## src/rtl/pipe_reg_skid.sv

```systemverilog
// pipe_reg_skid: valid/ready pipeline register with flush, complement output and optional skid entry
module pipe_reg_skid #(
    parameter int              WIDTH     = 32,
    parameter logic [WIDTH-1:0] RESET_VAL = '0,
    parameter bit              SKID      = 1'b1
) (
    input  logic             Clk,
    input  logic             R,
    input  logic             flush,
    input  logic             in_valid,
    output logic             in_ready,
    input  logic [WIDTH-1:0] in_data,
    output logic             out_valid,
    input  logic             out_ready,
    output logic [WIDTH-1:0] Q,
    output logic [WIDTH-1:0] Qn,
    output logic [1:0]       occupancy
);
    logic [1:0] occ, occ_d;
    logic [WIDTH-1:0] q, skid_q;
    logic push, pop, clr, rdy;
    assign clr       = !R || flush;
    assign out_valid = occ != 2'd0;
    assign in_ready  = !clr && rdy;
    assign push      = in_valid && in_ready;
    assign pop       = out_valid && out_ready;
    assign occ_d     = occ + {1'b0, push} - {1'b0, pop};
    assign Q         = q;
    assign Qn        = ~q;
    assign occupancy = occ;
    always_ff @(posedge Clk) begin
        if (clr) begin
            occ <= 2'd0;
            q   <= RESET_VAL;
        end else begin
            occ <= occ_d;
            if (push && (occ == 2'd0 || pop)) q <= in_data;
            else if (pop && occ == 2'd2) q <= skid_q;
        end
    end
    generate
        if (SKID) begin : g_skid
            logic rdy_q;
            // Ready is precomputed from next occupancy so it never depends on out_ready
            always_ff @(posedge Clk) begin
                if (clr) begin
                    skid_q <= RESET_VAL;
                    rdy_q  <= 1'b1;
                end else begin
                    rdy_q <= occ_d != 2'd2;
                    if (push && !pop && occ == 2'd1) skid_q <= in_data;
                end
            end
            assign rdy = rdy_q;
        end else begin : g_pass
            assign skid_q = RESET_VAL;
            assign rdy    = !out_valid || out_ready;
        end
    endgenerate
endmodule

```

## config.mk

```make
export PLATFORM = sky130hd
export DESIGN_NAME = pipe_reg_skid
export DESIGN_NICKNAME = d
export VERILOG_FILES = /design/src/rtl/pipe_reg_skid.sv
export SDC_FILE = /design/constraint.sdc
export NUM_CORES = 1
export LEC_CHECK = 0
export ABC_AREA = 1
export BUFFER_PORTS_ARGS = -buffer_cell sky130_fd_sc_hd__buf_2
export CORE_ASPECT_RATIO = 1.1
export CORE_UTILIZATION = 46
export DETAILED_ROUTE_END_ITERATION = 10
export PLACE_DENSITY = 0.79
export SYNTH_ARGS = -nofsm -noshare
export SYNTH_HDL_FRONTEND = slang
export SYNTH_SLANG_ARGS = --single-unit
```

## constraint.sdc

```tcl
create_clock -name Clk -period 1.7 [get_ports Clk]
set_input_delay 0.255 -clock Clk [delete_from_list [all_inputs] [get_ports Clk]]
set_output_delay 0.255 -clock Clk [all_outputs]
set_load 0.01 [all_outputs]
```

After elaboration in Yosys (flattened, before gate mapping)
Cells that the tools add are included.
{"block": "op_classes", "bitwise": 1, "reduce_logical": 15, "n_addsub": 2, "eq_ne": 3, "muxes": 2}
{"cell": "two-way mux 32 bit", "count": 2}
{"cell": "inverter 32 bit", "count": 1}
{"cell": "logical AND 1 bit", "count": 7}
{"cell": "nonzero test 2 bit", "count": 2}
{"cell": "logical NOT 1 bit", "count": 3}
{"cell": "adder 2 x 1 -> 2 bit", "count": 1}
{"cell": "== test 2 x 1 -> 1 bit, second input constant", "count": 1}
{"cell": "== test 2 bit, second input constant", "count": 1}
{"cell": "logical NOT 2 bit", "count": 1}
{"cell": "logical OR 1 bit", "count": 2}
{"cell": "inequality test 2 bit, second input constant", "count": 1}
{"cell": "subtractor 2 x 1 -> 2 bit", "count": 1}
{"block": "totals", "regBits": 67, "out_inout_bits": 68}

Logic depth before layout (Yosys ltp)
{"block": "depth", "ltp_word": 8, "ltp_mapped": 12, "depth_no_buf": 10}

Worst setup path before layout
Ideal clock, no wire load.
{"block": "synth_timing", "path_kind": "input -> register", "startpoint": "input out_ready", "endpoint": "register g_skid.rdy_q", "cell_stages": 11, "n_path_buf": 2, "t_arrival_ps": 1597, "required_ps": 1573, "path_slack_ps": -24, "path_cell_list": "buf_2 buf_2 inv_1 nor2_1 inv_1 ha_1 inv_1 ha_1 inv_1 xor2_1 nand3_1"}
{"block": "synth_between", "elab_chain_len": 3}
{"element": "start, declared", "line_no": "14", "text": "input logic out_ready,"}
{"element": "logical AND 1 bit", "line_no": "26", "text": "assign pop = out_valid && out_ready;"}
{"element": "subtractor 2 x 1 -> 2 bit", "line_no": "27", "text": "assign occ_d = occ + {1'b0, push} - {1'b0, pop};"}
{"element": "inequality test 2 bit", "line_no": "50", "text": "rdy_q <= occ_d != 2'd2;"}
{"element": "end signal, assigned", "line_no": "48", "text": "rdy_q <= 1'b1;"}
{"element": "end signal, assigned", "line_no": "50"}
{"element": "end, declared", "line_no": "43", "text": "logic rdy_q;"}
Every way passes these cells.
A chain may end at the register's enable or synchronous reset.

Worst setup path after layout
{"block": "layout_timing", "startpoint": "register g_skid.rdy_q", "endpoint": "register skid_q[14]"}
{"block": "layout_between", "elab_chain_len": 4}
{"element": "logical AND 1 bit", "line_no": "24", "text": "assign in_ready = !clr && rdy;"}
{"element": "logical AND 1 bit", "line_no": "25", "text": "assign push = in_valid && in_ready;"}
{"element": "logical AND 1 bit (2 in series)", "line_no": "51", "text": "if (push && !pop && occ == 2'd1) skid_q <= in_data;"}
{"element": "end signal, assigned", "line_no": "51"}
{"element": "end, declared", "line_no": "20", "text": "logic [WIDTH-1:0] q, skid_q;"}
Every way passes these cells.

==> impl_results.md <==
- Final non-filler cell total: 642
- Avg Cell Area, Syn: 7.06 um2
- CTS buffer count: 9
- ANT cells: 0
- Largest net degree at the start of global routing: 49
- Number of max-cap violations: 0
- GR Overflow Total: 0
- FF/Latch Area: 1340 um2
- Final setup fails: 0
- IO buf count: 104
- Worst-Margin Slew: 493 ps
- Yosys cell types: 23
- Worst Path Max Fanout: 24
- Warnings from Yosys: 0
- Number of synthesized register bits: 67
- Final Hold Vio Count: 0
- Critical Path Sink: skid_q[14]
- # DRC: 0
- Longest Clk Path Bufs: 2
- Crit path DAT: 1780 ps
- Multi-input gate area: 1420 um2
- Hold_sp: in_data[7]
- Slew Viols, Final: 0
- H-tree Lvls: 3
- Cts-stage hold buffer count: 0
- Clock transition at path regs: 70 ps
- Routed len/inst: 13.3 um
- Die height: 89.9 um
- Commonest non-fill, non-tap cells in the layout: 104 x buf_2, 74 x inv_1, 65 x dfxtp_1, 65 x nand2_1, 64 x a21oi_1
- Crit path launch type: register
- Vias: 3,447
- Final ANT Viol Nets: 0
- Worst relative slew slack: 0.671
- Mapped Area: 3230 um2
- FP Rows: 31
- Core Box Area: 6670 um2
- Total track usage: 0.244
- CTS tree: built
- Area grow syn2layout: 26.8%
- Synth Instances: 458
- Reg2reg setup slack: 140 ps
- Final core utilization: 0.614
- Tcrit/Tclk final: 0.917
- Clock latency on the worst-skew pair: 340 ps
- Critical Path Source: g_skid.rdy_q
- Pre-Repair DR Iteration Count: 5
- Clk Tree Root Cell: clkbuf_8
- Max Freq: 0.641 GHz
- Final GP Congestion: 0.804
- PwrDens: 797 nW/um2
- Initial antenna violation count: 0
- Worst setup EP type: register
- Clk sink count: 67
- Final WL: 8560 um
- Critical R2R Launch: g_skid.rdy_q
- Fraction of layout cells with a size suffix above 1: 0.271
- Most common cell after layout, fill and taps aside: buf_2
- Post-synthesis sequential area ratio: 0.415
- DP HPWL: 5610 um
- First-pass GRT wire length: 14,000 um
- HP Class: in -> reg
- Status: completed
- Initial drt markers: 337
- Critical Path RT: 1920 ps
- Fill cells: 643
- IR drop worst, VDD: 0.000462 V
- Die ar.: 7370 um2
- Leak: 1.77 nW
- RSZ-0062 raised after global routing: false
- Via density per instance: 5.37
- Fin nets: 596
- Syn Nets: 498
- Critical path class: reg -> reg
- Vias in the first global route: 3,183
- # IOs: 105
- Die width: 81.9 um
- Post-Place Cells: 625
- Reg-to-reg endpoint: skid_q[14]
- Post-layout min period: 1560 ps
- Worst r2r path cells: 8
- Initial core utilization: 0.484
- Clock skew: 6.51 ps
-- power by group --
part	internal [mW]	switching [mW]
clock network	0.749	0.571
logic	0.129	0.212
registers	1.59	0.0149
-- worst min-delay path by stage --
stage,to,cells past startpoint
floorplan,skid_q[0],2
global placement,Q[25],2
detailed placement,Q[9],2
CTS,skid_q[7],3
global route,skid_q[26],3
finish,skid_q[7],3
-- cells by family after synthesis --
group           share of synthesized area
simple gates                        0.221
compound gates                      0.198
buf+inv                             0.149
flops                               0.415
fa+ha+maj                          0.0116
xor+xnor                          0.00542
-- layer usage --
layer / track usage / vias up / part of all wire
met2: 0.419 / 168 / 0.50
met5: 0 / - / 0
met4: 0.111 / 0 / 0.021
met1: 0.285 / 1563 / 0.41
met3: 0.0467 / 16 / 0.076
li1: - / 1700 / -
-- critical path, cell delays in order (launching register included) --
cell	delay, ps
dfxtp_1	360
nand3_1	120
nor2_2	130
ha_1	170
nand2_1	90
nor2_4	170
buf_4	140
clkbuf_16	180
a21oi_1	90
-- timing repair --
item,4_1_cts,5_1_grt
setup endpoints to repair,0,22
buffers inserted,0,1
hold endpoints to repair,0,0
resized for setup,0,4
-- stage by stage --
| step | setup slack (ps) | power [mW] | TNS [ps] | instance area [um2] | hold WS (ps) |
|---|---|---|---|---|---|
| after floorplan | 12.7 | 1.84 | 0 | 3230 | 403 |
| after global placement | 128 | 1.97 | 0 | 3860 | 482 |
| after detailed placement | -17.6 | 1.98 | -17.6 | 3860 | 486 |
| after CTS | 78.2 | 3.28 | 0 | 4050 | 159 |
| after global routing | 15.9 | 3.40 | 0 | 4100 | 166 |
| final | 140 | 3.27 | 0 | 4100 | 166 |
-- cells in the mapped netlist --
cell | number | area [um2]
xor2_1 | 1 | 8.76
nand4_2 | 1 | 12.5
xnor2_1 | 1 | 8.76
nor2_8 | 1 | 20.0
nand2_1 | 65 | 244
o21ai_1 | 9 | 45.0
nand4_1 | 32 | 200
dfxtp_1 | 67 | 1340
nor2_4 | 3 | 33.8
buf_1 | 1 | 3.75
inv_2 | 3 | 11.3
nand2_2 | 2 | 12.5
buf_6 | 1 | 11.3
buf_2 | 13 | 65.1
clkbuf_2 | 3 | 15.0
inv_1 | 74 | 278
a21oi_1 | 64 | 320
clkbuf_1 | 14 | 52.6
nor2_1 | 4 | 15.0
o21ai_0 | 55 | 275
ha_1 | 3 | 37.5
nand3_1 | 35 | 175
buf_4 | 6 | 45.0
-- sequential cells by signal (all words and copies together) (netlist names) --
register and flops:
Q 32, skid_q 32, occupancy 2, g_skid.rdy_q 1
-- cell type report --
class | instances | area share
Clock buffer | 13 | 0.0388
Clock inverter | 2 | 0.00855
Inverter | 77 | 0.0705
Multi-Input combinational cell | 276 | 0.346
Sequential cell | 67 | 0.328
Tap cell | 82 | 0.0250
Timing Repair Buffer | 125 | 0.183
Power figures use the tool's default switching activity.
